File: src/rtl/ubitstream_decoder.sv
// Unary bitstream decoder: counts 1s over a window of 2^WINDOW_LOG2 enabled samples.
// Optional macro UBITSTREAM_DECODER_BIPOLAR_EN selects two's-complement bipolar output.
module ubitstream_decoder #(
   parameter int BITWIDTH    = 8,
   parameter int WINDOW_LOG2 = BITWIDTH
) (
   input  logic                iClk,
   input  logic                iRstN,
   input  logic                iEn,
   input  logic                iClr,
   input  logic                iStart,
   input  logic                iBit,
   output logic [BITWIDTH-1:0] oBin,
   output logic                oValid,
   output logic                oBusy
);

   localparam int SHIFT = BITWIDTH - WINDOW_LOG2;

   typedef enum logic [0:0] {
      ST_IDLE = 1'b0,
      ST_ACC  = 1'b1
   } state_t;

   state_t                 r_state;
   state_t                 w_state_nxt;
   logic [WINDOW_LOG2-1:0] r_cnt;
   logic [WINDOW_LOG2-1:0] w_cnt_nxt;
   logic [WINDOW_LOG2:0]   r_acc;
   logic [WINDOW_LOG2:0]   w_acc_nxt;
   logic [WINDOW_LOG2:0]   w_acc_inc;
   logic [BITWIDTH-1:0]    r_bin;
   logic [BITWIDTH-1:0]    w_bin_nxt;
   logic                   r_valid;
   logic                   w_valid_nxt;
   logic                   r_busy;

   // Scale the ones count to BITWIDTH; only an all-ones window overflows and saturates.
   function automatic logic [BITWIDTH-1:0] f_result(input logic [WINDOW_LOG2:0] n);
      logic [BITWIDTH:0]   w_scaled;
      logic [BITWIDTH-1:0] w_res;
      w_scaled = (BITWIDTH+1)'(n) << SHIFT;
      if (w_scaled[BITWIDTH]) begin
         w_res = '1;
      end else begin
         w_res = w_scaled[BITWIDTH-1:0];
      end
`ifdef UBITSTREAM_DECODER_BIPOLAR_EN
      w_res[BITWIDTH-1] = ~w_res[BITWIDTH-1];
`endif
      return w_res;
   endfunction

   assign w_acc_inc = r_acc + {{WINDOW_LOG2{1'b0}}, iBit};

   // Next-state and next-output logic.
   always_comb begin
      w_state_nxt = r_state;
      w_cnt_nxt   = r_cnt;
      w_acc_nxt   = r_acc;
      w_bin_nxt   = r_bin;
      w_valid_nxt = 1'b0;
      if (iClr) begin
         w_state_nxt = ST_IDLE;
         w_cnt_nxt   = '0;
         w_acc_nxt   = '0;
         w_bin_nxt   = '0;
      end else begin
         case (r_state)
            ST_IDLE: begin
               if (iStart) begin
                  w_state_nxt = ST_ACC;
                  w_cnt_nxt   = '0;
                  w_acc_nxt   = '0;
               end else begin
                  w_state_nxt = ST_IDLE;
               end
            end
            ST_ACC: begin
               if (iEn) begin
                  if (r_cnt == '1) begin
                     // Final sample: publish and either restart or go idle.
                     w_bin_nxt   = f_result(w_acc_inc);
                     w_valid_nxt = 1'b1;
                     w_cnt_nxt   = '0;
                     w_acc_nxt   = '0;
                     if (iStart) begin
                        w_state_nxt = ST_ACC;
                     end else begin
                        w_state_nxt = ST_IDLE;
                     end
                  end else begin
                     w_cnt_nxt = r_cnt + WINDOW_LOG2'(1);
                     w_acc_nxt = w_acc_inc;
                  end
               end else begin
                  w_state_nxt = ST_ACC;
               end
            end
            default: begin
               w_state_nxt = ST_IDLE;
               w_cnt_nxt   = '0;
               w_acc_nxt   = '0;
            end
         endcase
      end
   end

   // State and output registers.
   always_ff @(posedge iClk or negedge iRstN) begin
      if (!iRstN) begin
         r_state <= ST_IDLE;
         r_cnt   <= '0;
         r_acc   <= '0;
         r_bin   <= '0;
         r_valid <= 1'b0;
         r_busy  <= 1'b0;
      end else begin
         r_state <= w_state_nxt;
         r_cnt   <= w_cnt_nxt;
         r_acc   <= w_acc_nxt;
         r_bin   <= w_bin_nxt;
         r_valid <= w_valid_nxt;
         r_busy  <= (w_state_nxt == ST_ACC);
      end
   end

   assign oBin   = r_bin;
   assign oValid = r_valid;
   assign oBusy  = r_busy;

endmodule
File: config.mk
export PLATFORM = sky130hd
export DESIGN_NAME = ubitstream_decoder
export DESIGN_NICKNAME = d
export VERILOG_FILES = /design/src/rtl/ubitstream_decoder.sv
export SDC_FILE = /design/constraint.sdc
export NUM_CORES = 1
export LEC_CHECK = 0
export ABC_AREA = 0
export CORE_ASPECT_RATIO = 0.9
export CORE_UTILIZATION = 31
export DETAILED_ROUTE_END_ITERATION = 8
export HOLD_SLACK_MARGIN = 0.12
export MAX_ROUTING_LAYER = met4
export PLACE_DENSITY_LB_ADDON = 0.3
export SLEW_MARGIN = 20
export SYNTH_ARGS = -nofsm -noshare
export SYNTH_HDL_FRONTEND = slang
export SYNTH_SLANG_ARGS = --single-unit
File: constraint.sdc
create_clock -name iClk -period 1.55 [get_ports iClk]
set_input_delay 0.465 -clock iClk [delete_from_list [all_inputs] [get_ports iClk]]
set_output_delay 0.465 -clock iClk [all_outputs]
set_load 0.01 [all_outputs]
== Word-level counts from Yosys, hierarchy flattened ==
Index checks and enable logic that the tools add are counted.
W data, S select, Z words.

* Add/subtract/negate cells: 2
* Multiply operators: 0
* Div/mod/pow operators: 0
* Order comparisons: 0
* Equality and inequality tests: 3
* Shift-type cells: 0
* Mux-type cells: 24
* Bitwise gates (word level): 1
* Reductions and logical operators: 5

{| class="wikitable"
|+ Operators by type and width
! operator !! count
|-
| $mux W8 || 9
|-
| $mux W9 || 4
|-
| $pmux W9 S2 || 1
|-
| $pmux W8 S2 || 1
|-
| $add A9 B1 Y9 || 1
|-
| $add A8 B1 Y8 const B || 1
|-
| $eq A8 B8 Y1 const B || 1
|-
| $mux W1 || 8
|-
| $ne A3 B3 Y1 const B || 2
|-
| $reduce_bool A2 Y1 || 3
|-
| $reduce_and A3 Y1 || 1
|-
| $pmux W1 S2 || 1
|-
| $reduce_and A2 Y1 || 1
|-
| $not A1 Y1 || 1
|}

* Register bits: 27
* Bits in latches: 0
* Bits in writable memories: 0
* Memory bits (read-only): 0
* Input port bits: 6
* Output and inout port bits: 10
* Word-level logic and storage cells: 40
* Memories kept: 0

== Longest topological paths before layout ==
Gate-level depths: netlist of run 1.

* Depth after elaboration: 6
* Mapped depth: 7
* Depth with buffers taken out: 6

== Worst setup path after synthesis of run 1 ==
No wires, ideal clock.

* Path type: input -> register
* From: input iBit
* To: register r_acc[8]
* Setup time: 0.062 ns
* Arrival time: 1.596 ns
* Data required time: 1.488 ns
* Setup slack: -0.109 ns
* Stages: 7
* Buffers on the path: 1
* Cell sequence: ha_1 > ha_1 > nand3_1 > or3_1 > buf_6 > a21oi_2 > a21o_2

* Cells in the longest elaborated chain, start to end: 5

{| class="wikitable"
|+ RTL lines
! what !! line !! text
|-
| from (decl) || 12 || <nowiki>input logic iBit,</nowiki>
|-
| $add A9 B1 Y9 || 54 || <nowiki>assign w_acc_inc = r_acc + {{WINDOW_LOG2{1'b0}}, iBit};</nowiki>
|-
| $mux W9 || 81 || <nowiki>if (r_cnt == '1) begin</nowiki>
|-
| $mux W9 || 80 || <nowiki>if (iEn) begin</nowiki>
|-
| $pmux W9 S2 || 69 || <nowiki>case (r_state)</nowiki>
|-
| $mux W9 || 63 || <nowiki>if (iClr) begin</nowiki>
|-
| to (signal assigned) || 121 || <nowiki>r_acc <= w_acc_nxt;</nowiki>
|-
| to (decl) || 29 || <nowiki>logic [WINDOW_LOG2:0] r_acc;</nowiki>
|}

No other way between the ends. The select of a mux whose other input is x is not followed.
A chain may end at the register's enable or synchronous reset.

== Final worst setup path of run 1 ==
* From: register r_acc[0]
* To: register r_bin[4] (netlist: oBin[4])

* Cells in the longest elaborated chain, start to end: 6

{| class="wikitable"
|+ RTL lines
! what !! line !! text
|-
| $add A9 B1 Y9 || 54 ||
|-
| $mux W8 || 43 || <nowiki>if (w_scaled[BITWIDTH]) begin</nowiki>
|-
| $mux W8 || 81 ||
|-
| $mux W8 || 80 ||
|-
| $mux W8 || 69 ||
|-
| $mux W8 || 63 ||
|-
| to (signal assigned) || 122 || <nowiki>r_bin <= w_bin_nxt;</nowiki>
|-
| to (decl) || 32 || <nowiki>logic [BITWIDTH-1:0] r_bin;</nowiki>
|}

No other way between the ends. The select of a mux whose other input is x is not followed.

==> results of run 1 <==
-- cell usage after synthesis (all sizes together) --
cell type  count  area (um^2)
nand2         12         45.0
nor2b          2         12.5
nor3           4         25.0
o21ai         10         53.8
xnor2          4         35.0
xor2           2         17.5
nor2           9         33.8
nand3         10         50.1
a22o          12          105
buf            6         43.8
nand4          6         43.8
o41ai          1         8.76
mux2           1         11.3
nor3b          3         22.5
and3b          1         8.76
or3            5         32.5
a21o           4         31.3
dfrtp         27          676
nand3b         2         15.0
o211ai         1         7.51
o21ba          2         20.0
nand2b         1         6.26
a21oi          8         43.8
a211o          1         8.76
o21bai         3         22.5
ha             4         50.1
-- worst reg2reg max path: stages, from the launching register on --
cell and delay, ns:
dfrtp_1 0.43, ha_4 0.18, ha_4 0.16, buf_4 0.15
nand3_4 0.08, xor2_2 0.19, nand3_1 0.10, a22o_1 0.18
-- worst paths after layout --
check | to | slack (ns) | start | cells after the start
max in group asynchronous | oBusy | 0.85 | iRstN | 2
min in group asynchronous | r_acc[4] | 0.53 | iRstN | 2
min reg2reg | oBin[5] | 0.51 | oBin[5] | 1
max reg2reg | oBin[4] | -0.01 | r_acc[0] | 7
min | oBin[5] | 0.51 | oBin[5] | 1
max | oBin[4] | -0.01 | r_acc[0] | 7
-- layout make-up --
class | instances | area, um^2
Multi-Input combinational cell | 108 | 817
Fill cell | 431 | 2370
Timing Repair Buffer | 48 | 440
Sequential cell | 27 | 678
Clock buffer | 3 | 41.3
Clock inverter | 1 | 5.00
Tap cell | 62 | 77.6
-- kinds of logic (layout without fill, tap and decap cells) --
| logic type | count (synthesis) | after routing | synth area share |
|---|---|---|---|
| buf+inv | 6 | 52 | 0.0306 |
| mux | 1 | 1 | 0.00787 |
| flops | 27 | 27 | 0.472 |
| compound gates | 42 | 42 | 0.211 |
| xor+xnor | 6 | 6 | 0.0367 |
| fa+ha+maj | 4 | 4 | 0.0350 |
| simple gates | 55 | 55 | 0.206 |
-- sequential cells by signal, indices dropped and copies added (netlist names) --
name and flops:
oBusy 1, r_acc 9, r_cnt 8, oBin 8, oValid 1
-- stage by stage --
stage | worst slack (ns) | cell area (um^2)
after floorplan | -0.0237 | 1460
after global placement | -0.673 | 1880
after detailed placement | -0.677 | 1880
after CTS | -0.0185 | 1970
after global routing | -0.106 | 2060
final | -0.0122 | 2060
-- what timing repair did --
item,CTS,global route
pin swaps,1,4
resized for setup,25,13
setup endpoints to repair,29,17
gates cloned,0,1
buffers inserted,2,3
-- metal layers --
layer  wire (um)  track usage
met5           0            -
met4          36       0.0361
met3         110       0.0366
met2        1730        0.259
met1        1600        0.188
-- power breakdown --
part           switching (W)  total, W  leakage [nW]  internal [W]
registers          0.0000102  0.000723         0.371      0.000713
logic              0.0000854  0.000185         0.576     0.0000994
clock network       0.000228  0.000408        0.0255      0.000181
total               0.000324   0.00132         0.972      0.000993
==> results.ini, run 1 <==
[timing]
period_share=1.01
setup_ws_ns=-0.0122
whs_ns=0.510
hold_viol_final=0
tightest_slew_ns=0.413
relSlewSlack=0.724
setup_viol=4
max_freq_mhz=640
slew_viol_final=0
layout_min_cycle_time_ns=1.56
rsz0062_at_grt=yes
skew_ns=0.00703
final.setup.tns_ns=-0.0345

[layout]
nets=198
postLayoutCoreUtil=0.465
syn2layout_area_growth_pct=44.0
final_cells=249
final_common_cell=buf_4
diodes=0
drive_gt1_frac=0.332
most-common-layout-cells=buf_4 (27), dfrtp_1 (25), a22o_1 (12), dlygate4sd2_1 (12), nand2_1 (11)

[setup_path]
slowest_delay_ns=0.43
start_kind=register
arrival_ns=1.74
slowest_stage=dfrtp_1
endpoint_kind=register
path_cells=ha_4 -> ha_4 -> buf_4 -> nand3_4 -> xor2_2 -> nand3_1 -> a22o_1
crit_top_cell=ha_4
crit_buf_inv=1
critPathKind=register to register
path_delay_family=flip-flops
cp.required_ns=1.73
crit_fanout=3

[synthesis]
ys_types=35
synth_seq_cells=27
syn-num-nets=151
synthesis.area_mm2=0.00143
avgSynthCellArea_um2=10.1
yosys_warnings=0
ys_seq_area_frac=0.472
synth_cells=141

[route]
antenna_left=0
postRouteWirelength_mm=3.48
routedWlPerCell_um=14.0
routed-via-count=1264
via_per_inst=5.08
drc=0
first_pass_iters=4
drtIter0Drc=41

[cts]
cts-root-buf=clkbuf_8
cts.sink_count=27
clk_pin_slew_ns=0.10
cts-buffers-inserted=3
clk_path_buf_depth=2
clock_latency_ns=0.28
htreeDepth=1
holdBufCountCts=0
cts_tree=built

[place]
dp_hpwl_mm=2.41
io_buffers=15
dp.cells=240
gp_congestion=0.857

[power]
total_power_w=0.00132
p_leak_nw=0.972
power_density_mw_per_mm2=639
peakVddDrop_uv=340

[global_route]
grt_pass1_wl_mm=5.60
grt_max_degree=28
grt-ovfl-total=0
grt_pass1_vias=1187
antenna_found_initial=0
grt.total_usage=0.154

[run_status]
run_status=finished with violations
violations=negative setup slack

[die]
coreArea_mm2=0.00443
io_pins=16
die_w_um=73.6
start_util=0.323
dieHeight_um=66.4
dieArea_mm2=0.00489
rows=23

[min_path]
hp-class=register to register

[job]
drv_cap=0

No activity file was read; power rests on OpenSTA's default activity.
==> run 2, diff against run 1 <==
- REMOVE_ABC_BUFFERS: unset -> 1
- SETUP_SLACK_MARGIN: unset -> 0.4
==> run 2 against run 1 <==
The flow now finishes without violations. Sequential power about the same. Flip-flop and latch count stayed put. Die area unchanged. Routed wire length increased by 26%. Combinational power up 40%. Total power is 6.6% higher. Final cell count rose by 10%. Hold slack got worse by 0.0031 ns. Global-route usage grew 3.8 points. Register-to-register slack better by 0.02 ns. Critical endpoint is now oBin[2]. Highest routed layer unchanged.
==> results.ini, run 2 (same netlist as run 1, synthesis figures left out) <==
[cts]
clock_latency_ns=0.28
clk_path_buf_depth=2
holdBufCountCts=0
cts_tree=built
cts.sink_count=27
htreeDepth=1
cts-buffers-inserted=3
cts-root-buf=clkbuf_8
clk_pin_slew_ns=0.10

[place]
gp_congestion=0.797
dp_hpwl_mm=2.41
pre_cts_slack_ns=-0.708
io_buffers=15

[power]
power_density_mw_per_mm2=569
pwr-share-seq=0.517
swShare=0.263
peakVddDrop_uv=369
switching_power_w=0.000369
p_leak_nw=1.17
intPower_w=0.00104
clkPwrFrac=0.298
p_comb_frac=0.185

[layout]
final_common_cell=buf_4
largest_register_ffs=9
diodes=0
nets=223
syn2layout_area_growth_pct=72.6
drive_gt1_frac=0.566
top_register=r_acc
most-common-layout-cells=buf_4 (36), dfrtp_1 (25), buf_6 (18)

[die]
rows=23
io_pins=16
start_util=0.323
dieArea_mm2=0.00489
coreArea_mm2=0.00443
die_w_um=73.6
dieHeight_um=66.4

[global_route]
grt-ovfl-total=0
antenna_found_initial=0
grt_pass1_wl_mm=6.82
grt_pass1_vias=1428
grt_max_degree=28
grt.total_usage=0.192

[timing]
period_share=0.992
setup_ws_ns=0.0125
rsz0062_at_grt=yes
max_freq_mhz=650
relSlewSlack=0.735
slew_viol_final=0
whs_ns=0.507
layout_min_cycle_time_ns=1.54
setup_viol=0
hold_viol_final=0
tightest_slew_ns=0.398
skew_ns=0.00601

[route]
routedWlPerCell_um=16.0
drtIter0Drc=67
drc=0
via_per_inst=5.17
postRouteWirelength_mm=4.37
first_pass_iters=4
routed-via-count=1416
antenna_left=0

[job]
drv_cap=0

[setup_path]
cp.required_ns=1.73
slowest_delay_ns=0.43
slowest_stage=dfrtp_1
crit_top_cell=ha_4
crit_fanout=3
endpoint_kind=register
critPathKind=register to register
path_cells=ha_4 -> ha_4 -> buf_6 -> buf_4 -> xnor2_2 -> nand3_1 -> a22o_1
start_kind=register
arrival_ns=1.72

[run_status]
run_status=finished clean

[min_path]
hp-class=register to register

run 2: cell types whose count changed in the layout (fill, tap and decap cells not counted), sizes merged:
cell           delta
clkbuf            -1
clkdlybuf4s15     +1
o21ba             +1
dlygate4sd2      -10
buf              +34
or3               +1
dlymetal6s2s      -1
run 2: repair_timing:
item | in CTS | in global routing
cloned | 3 | 2
gates resized for setup | 110 | 26
pin swaps | 29 | 15
setup endpoints to repair | 37 | 36
setup buffers | 16 | 5
run 2: worst paths after layout:
path,from,end,slack [ns],cells past startpoint
max in group asynchronous,iRstN,oBusy,0.86,2
worst min register to register,oBin[6],oBin[6],0.51,1
worst max-delay path,r_acc[0],oBin[2],0.01,7
min in group asynchronous,iRstN,oBin[6],0.52,2
worst max register to register,r_acc[0],oBin[2],0.01,7
worst min-delay path,oBin[6],oBin[6],0.51,1
run 2: power by group through the flow:
stage	clock, W	sequential [W]	combinational (W)
after floorplan	0	0.000739	0.0000509
after global placement	0	0.000734	0.000161
after detailed placement	0	0.000735	0.000167
after CTS	0.000416	0.000726	0.000237
after global routing	0.000453	0.000727	0.000278
final	0.000419	0.000725	0.000259
run 2: worst max-delay path, delay by kind of cell, from the launching register on:
kind                     cells  cell delay (ns)
AO/OA/AOI/OAI                1             0.18
XOR/XNOR                     1             0.13
adder cells (fa/ha/maj)      2             0.35
buffers and inverters        2             0.25
flip-flops                   1             0.43
AND/OR/NAND/NOR              1             0.10
run 2: area by class of cell:
| type | instances | area [um^2] |
|---|---|---|
| fill | 366 | 1960 |
| multi-input combinational | 110 | 1040 |
| sequential | 27 | 678 |
| timing repair buffer | 71 | 628 |
| tap | 62 | 77.6 |
| clock buffer | 3 | 41.3 |
| clock inverter | 1 | 5.00 |
run 2: routing by layer:
metal	part of all wire	global-route usage
met3	0.025	0.0198
met2	0.52	0.325
met4	0.043	0.0962
met1	0.41	0.228
met5	0	-
run 2: through the flow:
step / power, W / setup TNS, ns / cell area (um^2) / util / std cells
after floorplan: 0.000790 / -1.13 / 1390 / - / 135
after global placement: 0.000895 / -11.25 / 1870 / 0.421 / 244
after detailed placement: 0.000902 / -12.04 / 1870 / 0.421 / 244
after CTS: 0.00138 / 0 / 2290 / 0.517 / 267
after global routing: 0.00146 / -0.473 / 2470 / 0.557 / 274
final: 0.00140 / 0 / 2470 / 0.557 / 274
==> run 3, diff against run 2 <==
- TNS_END_PERCENT: unset -> 1
==> run 3 against run 2 <==
Setup slack better by 0.00094 ns. Routed wire length decreased by 15%. Core utilization fell by 8.2 points. Maximum frequency hardly changed. Flip-flop and latch count did not move. Sequential power about the same. Die area unchanged. Final cell count shrank 8.8%. Total power fell by 4.9%. Hold slack hardly changed. Via count shrank 9.5%. Register-to-register slack is essentially flat. Critical path type unchanged. Highest routed layer unchanged.
==> results.ini, run 3 (same netlist as run 1, synthesis figures left out) <==
[setup_path]
endpoint_kind=register
slowest_stage=dfrtp_1
cp.required_ns=1.78
arrival_ns=1.76
start_kind=register
path_delay_family=simple AND/OR/NAND/NOR gates
path_cells=buf_4 -> ha_2 -> nand3_4 -> or3_1 -> a21oi_1 -> a21o_1
crit_fanout=6
crit_buf_inv=1
critPathKind=register to register
slowest_delay_ns=0.41

[power]
total_power_w=0.00134
peakVddDrop_uv=309
p_leak_nw=0.963
power_density_mw_per_mm2=634

[die]
dieHeight_um=66.4
die_w_um=73.6
io_pins=16
dieArea_mm2=0.00489
coreArea_mm2=0.00443
rows=23
start_util=0.323

[cts]
cts.sink_count=27
cts-buffers-inserted=3
holdBufCountCts=0
clk_path_buf_depth=2
clock_latency_ns=0.28
clk_pin_slew_ns=0.10
cts_tree=built
cts-root-buf=clkbuf_8
post_cts_buffers=0
htreeDepth=1

[timing]
tightest_slew_ns=0.399
final.setup.tns_ns=0
relSlewSlack=0.734
layout_min_cycle_time_ns=1.54
skew_ns=0.00366
period_share=0.991
setup_viol=0
slew_viol_final=0
rsz0062_at_grt=yes
max_freq_mhz=651
setup_ws_ns=0.0134
hold_viol_final=0

[layout]
most-common-layout-cells=buf_4 (27), dfrtp_1 (25), a22o_1 (12)
diodes=0
syn2layout_area_growth_pct=47.3
drive_gt1_frac=0.452
largest_register_ffs=9
final_common_cell=buf_4
nets=199
top_register=r_acc

[min_path]
hp-class=register to register

[place]
pre_cts_slack_ns=-0.708
io_buffers=15
dp_hpwl_mm=2.41
gp_congestion=0.797

[run_status]
run_status=finished clean

[route]
first_pass_iters=4
routedWlPerCell_um=14.8
routed-via-count=1281
postRouteWirelength_mm=3.70
drtIter0Drc=57
drc=0
antenna_left=0
via_per_inst=5.12

[global_route]
grt_pass1_wl_mm=5.93
grt.total_usage=0.165
grt_pass1_vias=1246
grt-ovfl-total=0
grt_max_degree=28
antenna_found_initial=0

[job]
drv_cap=0

[run 3: cell types whose count changed in the layout (fill, tap and decap cells not counted), moves of 2 or more]
cell / delta
o21ai_2: -2
buf_4: -9
o21ai_4: -3
buf_6: -12
o21ai_0: +3
buf_12: -2
nor2_4: -2
o21ai_1: +2
[run 3: area by class of cell]
type | instances | area [um^2]
timing repair buffer | 48 | 389
clock buffer | 3 | 41.3
clock inverter | 1 | 5.00
tap | 62 | 77.6
fill | 416 | 2320
sequential | 27 | 678
multi-input combinational | 109 | 916
[run 3: worst paths after layout]
check	startpoint	depth (start not counted)	end	slack [ns]
max	r_acc[0]	6	r_acc[5]	0.01
min	oBin[6]	1	oBin[6]	0.51
max reg2reg	r_acc[0]	6	r_acc[5]	0.01
min reg2reg	oBin[6]	1	oBin[6]	0.51
max in group asynchronous	iRstN	2	oBusy	0.85
min in group asynchronous	iRstN	2	oBin[6]	0.53
[run 3: worst register-to-register path, cell delays in order, from the launching register on]
cell and delay (ns):
dfrtp_1 0.41, buf_4 0.14, ha_2 0.19, nand3_4 0.11, or3_1 0.35, a21oi_1 0.19
a21o_1 0.10
[run 3: metrics by stage]
step / utilization / area [um^2] / cells / hold slack [ns]
after global routing: 0.475 / 2110 / 250 / 0.530
after global placement: 0.421 / 1870 / 244 / 0.491
after floorplan: - / 1390 / 135 / 0.169
after CTS: 0.455 / 2020 / 250 / 0.512
final: 0.475 / 2110 / 250 / 0.507
after detailed placement: 0.421 / 1870 / 244 / 0.496
[run 3: where the power goes]
group	switching (W)	leakage [nW]	total [W]	internal, W
clock	0.000234	0.0255	0.000415	0.000181
combinational	0.0000934	0.566	0.000195	0.000101
sequential	0.0000128	0.371	0.000726	0.000713
total	0.000340	0.963	0.00134	0.000995
[run 3: routing by layer]
metal  vias to the layer above  share of wire  GRT usage
met5                         -              0          -
met4                         0          0.020     0.0769
met3                         7          0.027     0.0198
met2                        25           0.50      0.268
met1                       625           0.46      0.205
li1                        624              -          -
[run 3: timing repair]
item,in CTS,in global routing
setup endpoints to repair,37,37
gates cloned,2,0
pin swaps,9,17
resized for setup,38,60
